## config.mk

```make
export PLATFORM = sky130hd
export DESIGN_NAME = reg_write_arbiter
export DESIGN_NICKNAME = d
export VERILOG_FILES = /design/src/rtl/reg_write_arbiter_pkg.sv /design/src/rtl/reg_write_arbiter_shared_reg.sv /design/src/rtl/reg_write_arbiter.sv
export SDC_FILE = /design/constraint.sdc
export NUM_CORES = 1
export LEC_CHECK = 0
export BUFFER_PORTS_ARGS = -buffer_cell sky130_fd_sc_hd__buf_2
export CORE_MARGIN = 10
export CORE_UTILIZATION = 40
export DETAILED_ROUTE_END_ITERATION = 8
export GPL_ROUTABILITY_DRIVEN = 0
export HOLD_SLACK_MARGIN = 0.12
export PLACE_DENSITY = 0.77
export SLEW_MARGIN = 20
export SYNTH_ARGS = -nofsm -noshare
export SYNTH_HDL_FRONTEND = slang
export SYNTH_SLANG_ARGS = --single-unit
```

## constraint.sdc

```tcl
create_clock -name clk -period 2.54 [get_ports clk]
set_input_delay 0 -clock clk [delete_from_list [all_inputs] [get_ports clk]]
set_output_delay 0 -clock clk [all_outputs]
set_load 0.005 [all_outputs]
```

## src/rtl/reg_write_arbiter_pkg.sv

```systemverilog
// Shared types and the round-robin search helper for the register write arbiter.
package reg_write_arbiter_pkg;

    localparam int unsigned MAX_NREQ = 32;
    localparam int unsigned MAX_IDW  = 5;

    typedef enum logic {
        IDLE = 1'b0,
        OWN  = 1'b1
    } state_t;

    typedef struct packed {
        logic               found;
        logic [MAX_IDW-1:0] id;
    } rr_pick_t;

    // First set request at or after ptr+1, wrapping at nreq (ptr < nreq assumed).
    function automatic rr_pick_t rr_search(input logic [MAX_IDW-1:0]  ptr,
                                           input logic [MAX_NREQ-1:0] req,
                                           input int unsigned         nreq);
        rr_pick_t    pick;
        int unsigned idx;
        pick = '0;
        for (int unsigned k = 1; k <= MAX_NREQ; k++) begin
            if (k <= nreq && !pick.found) begin
                idx = 32'(ptr) + k;
                if (idx >= nreq) begin
                    idx = idx - nreq;
                end
                if (req[MAX_IDW'(idx)]) begin
                    pick.found = 1'b1;
                    pick.id    = MAX_IDW'(idx);
                end
            end
        end
        return pick;
    endfunction

endpackage

```

## src/rtl/reg_write_arbiter_shared_reg.sv

```systemverilog
// The shared WIDTH-bit register: async active-low clear, load on en.
module shared_reg #(
    parameter int unsigned WIDTH = 24
) (
    input  logic             clk,
    input  logic             reset,
    input  logic             en,
    input  logic [WIDTH-1:0] d,
    output logic [WIDTH-1:0] q
);

    always_ff @(posedge clk or negedge reset) begin
        if (!reset) begin
            q <= '0;
        end else if (en) begin
            q <= d;
        end
    end

endmodule

```

## src/rtl/reg_write_arbiter.sv

```systemverilog
// Round-robin arbiter granting bounded, lockable ownership of one shared register.
module reg_write_arbiter
    import reg_write_arbiter_pkg::*;
#(
    parameter  int unsigned NREQ     = 4,
    parameter  int unsigned WIDTH    = 24,
    parameter  int unsigned MAX_LOCK = 4,
    localparam int unsigned IDW      = $clog2(NREQ)
) (
    input  logic                  clk,
    input  logic                  reset,
    input  logic [NREQ-1:0]       req,
    input  logic [NREQ-1:0]       lock,
    input  logic [NREQ*WIDTH-1:0] data_in,
    output logic [NREQ-1:0]       gnt,
    output logic [NREQ-1:0]       ack,
    output logic                  busy,
    output logic [IDW-1:0]        owner,
    output logic [WIDTH-1:0]      q
);

    localparam int unsigned CW = $clog2(MAX_LOCK + 1);

    state_t           state, state_d;
    logic [NREQ-1:0]  gnt_d;
    logic             busy_d;
    logic [IDW-1:0]   owner_d;
    logic [IDW-1:0]   rr_ptr, rr_ptr_d;
    logic [CW-1:0]    lock_cnt, lock_cnt_d;
    logic             load;
    rr_pick_t         pick;
    logic [WIDTH-1:0] data_arr [NREQ];

    for (genvar i = 0; i < NREQ; i++) begin : g_unpack
        assign data_arr[i] = data_in[i*WIDTH +: WIDTH];
    end

    // Only the current owner can be acknowledged; gnt is zero outside OWN.
    assign ack = gnt & req;

    always_ff @(posedge clk or negedge reset) begin
        if (!reset) begin
            state    <= IDLE;
            gnt      <= '0;
            busy     <= 1'b0;
            owner    <= '0;
            rr_ptr   <= IDW'(NREQ - 1);
            lock_cnt <= '0;
        end else begin
            state    <= state_d;
            gnt      <= gnt_d;
            busy     <= busy_d;
            owner    <= owner_d;
            rr_ptr   <= rr_ptr_d;
            lock_cnt <= lock_cnt_d;
        end
    end

    always_comb begin
        state_d    = state;
        gnt_d      = gnt;
        busy_d     = busy;
        owner_d    = owner;
        rr_ptr_d   = rr_ptr;
        lock_cnt_d = lock_cnt;
        load       = 1'b0;
        pick       = rr_search(MAX_IDW'(rr_ptr), MAX_NREQ'(req), NREQ);

        case (state)
            IDLE: begin
                if (pick.found) begin
                    state_d             = OWN;
                    gnt_d               = '0;
                    gnt_d[IDW'(pick.id)] = 1'b1;
                    busy_d              = 1'b1;
                    owner_d             = IDW'(pick.id);
                    lock_cnt_d          = '0;
                end
            end
            OWN: begin
                if (req[owner]) begin
                    load = 1'b1;
                end
                // Release on dropped request, unlocked write, or lock budget spent.
                if (!req[owner] || !lock[owner] || lock_cnt == CW'(MAX_LOCK - 1)) begin
                    state_d    = IDLE;
                    gnt_d      = '0;
                    busy_d     = 1'b0;
                    owner_d    = '0;
                    rr_ptr_d   = owner;
                    lock_cnt_d = '0;
                end else begin
                    lock_cnt_d = lock_cnt + CW'(1);
                end
            end
            default: begin
                state_d = IDLE;
            end
        endcase
    end

    shared_reg #(
        .WIDTH(WIDTH)
    ) u_shared_reg (
        .clk  (clk),
        .reset(reset),
        .en   (load),
        .d    (data_arr[owner]),
        .q    (q)
    );

endmodule

```

==> qor.txt <==
Status -> finished, final reports clean
Tot GR Track Use -> 0.157
Total CTS buffers -> 5
WL/cell -> 19.7 µm
Synth Area per Inst -> 14.8 µm²
Die Height -> 97.3 µm
Seq/Total Area, Yosys -> 0.388
ANT cells -> 0
R2r setup slk -> 100 ps
Clock buffer depth -> 2
IO Pins -> 141
Layout Utilization -> 0.561
DP HPWL -> 6220 µm
Primary FF master, synth -> dfrtp_1
Cell count of the worst hold path -> 4
Htree depth -> 2
Part of the power in registers -> 0.283
Worst skew pair latency -> 280 ps
Worst reg2reg path depth -> 7
Relative slew slack -> 0.436
Fillers -> 524
Vias per cell -> 5.32
Pwr dens -> 1120 nW/µm²
Pin count of the biggest net entering global routing -> 38
Fin. Hold Viols -> 0
Share of layout cells above drive strength 1 -> 0.722
Flops & latches, synth -> 37
Synth warnings -> 0
P_sw -> 1370 µW
Asr flop ratio synth -> 1.00
Die W -> 97.3 µm
Crit start category -> flip-flop
Worst Path Arrival -> 2610 ps
Final period util -> 0.959
Cell Rows -> 28
Die area -> 9470 µm²
Crit path required time -> 2710 ps
# DRC -> 0
Setup TNS -> 0 ps
Least-Margin Pin Slew -> 846 ps
Worst min path class -> in2reg
Clock-pin slew on the worst setup and hold paths -> 70 ps
Pre-antenna DRT Iters -> 4
Post CTS Setup Buffer Count -> 0
Vias in the first global route -> 2329
Synthesized Nets -> 275
Layout net count -> 421
First DRT Iteration DRCs -> 94
Max Slew Vio Count -> 0
Syn-to-layout area delta -> 37.2%
Routed wire length -> 7550 µm
CP max FO -> 7
CP endpoint kind -> flip-flop
Endpoints failing setup -> 0
Overflow after GRT -> 0
Clk pwr share -> 0.106
CTS tree -> built
CTS root buf -> clkbuf_8
Pleak -> 0.00158 µW
Vias -> 2042
First-pass GRT wire length -> 12200 µm
Post-route ant nets -> 0
Number of synthesized flops with an enable pin -> 0
Initial antenna violation count -> 0
Int Power -> 2310 µW
Post-synthesis cell type count -> 40
Tmin final -> 2440 ps
Mapped Area -> 2390 µm²
Sw Ratio -> 0.371
Logic gate share of total power -> 0.612
Crit path kind -> reg2reg
Core area -> 5850 µm²
Peak Freq -> 410 MHz
# port buffers -> 140
Worst VDD drop -> 0.000646 V
Final Skew -> 3.84 ps
Initial Utilization -> 0.409
Cell count after synthesis -> 162
Clock sink total -> 37
Max Cap Viol -> 0
RSZ-0062 raised after global routing -> false
[power groups by stage]
stage          Combinational (µW)  Clock [µW]  Sequential [µW]
2_1_floorplan                1590           0             1060
3_3_place_gp                 2200           0             1030
3_5_place_dp                 2260           0             1050
4_1_cts                      2280         404             1040
5_1_grt                      2470         433             1080
6_report                     2250         388             1040
[metal layers]
layer  track usage  part of all wire  vias up
met5             0                 0        -
met4        0.0548             0.018        0
met3        0.0469             0.077       11
met2         0.278              0.51       88
met1         0.173              0.39     1018
li1              -                 -      925
[worst max-delay path, cell delays in order (launching register included)]
cell	delay (ps)
dfstp_2	590
inv_1	120
ha_1	360
a21bo_2	250
a2bb2oi_2	160
o311a_2	400
a211o_1	250
a32o_1	210
[state kept, by name, indices dropped and copies added, names as in the netlist]
signal	flops
u_shared_reg.q	24
busy	1
rr_ptr	2
lock_cnt	3
state	1
gnt	4
owner	2
[layout make-up]
class,instances,area (µm²),area share
flip-flops and latches,37,930,0.283
repair buffers,148,763,0.233
clock buffers,8,80.1,0.0244
inverters,4,15.0,0.00457
multi-input cells,112,1400,0.427
well taps,75,93.8,0.0286
[synthesized netlist by cell type, types with 3 or more instances]
cell | count | share of area
inv_1 | 4 | 0.0063
buf_4 | 3 | 0.0094
dfrtp_1 | 35 | 0.37
mux4_2 | 26 | 0.24
o21ai_0 | 3 | 0.0063
nand2_1 | 12 | 0.019
a32o_1 | 5 | 0.021
ha_1 | 7 | 0.037
and2_1 | 4 | 0.010
mux2_2 | 25 | 0.12
[layout by cell type, fill, tap and decap left out, types with 2 or more instances in the layout]
master      n
mux4_2     26
nand3_1     2
mux2i_1     2
buf_4       7
inv_1       4
o21ai_0     3
clkbuf_1    3
mux2_2     25
nor2_1      2
a32o_1      5
dfrtp_1    34
and2_1      4
nand2_1    12
nor3_2      2
buf_2     140
a21oi_1     2
ha_1        7
clkbuf_8    5
dfstp_2     2
[per-stage QoR]
stage	cell area, µm²	cells	setup WS [ps]	hold slack, ps	power [µW]
after floorplan	2390	162	144	-296	2640
after detailed placement	3180	375	119	151	3310
after global routing	3280	384	2.83	156	3980
after global placement	3180	375	186	140	3230
after CTS	3270	384	110	155	3720
final	3280	384	104	161	3680
[what timing repair did]
item	CTS	global route
endpoints found under the hold margin	35	0
gates resized for setup	0	2
hold buffers	1	0
endpoints found under the setup margin	0	3
[worst paths after layout]
check / start / to
setup / recovery: rr_ptr[1] / gnt[2]
hold / removal: data_in[51] / u_shared_reg.q[3]
setup reg to reg: rr_ptr[1] / gnt[2]
hold reg to reg: u_shared_reg.q[3] / u_shared_reg.q[3]
max in group asynchronous: reset / owner[0]
min in group asynchronous: reset / u_shared_reg.q[19]
[cell families after synthesis]
logic type                 count (synthesis)  synth area share
DFF                                       37             0.388
AOI/OAI and AO/OA                         19            0.0774
buffers and inverters                     13            0.0298
muxes                                     56             0.394
xor gates and xnor gates                   1           0.00366
and+or+nand+nor                           29            0.0706
adders and majority gates                  7            0.0366
Power figures use the tool's default switching activity.
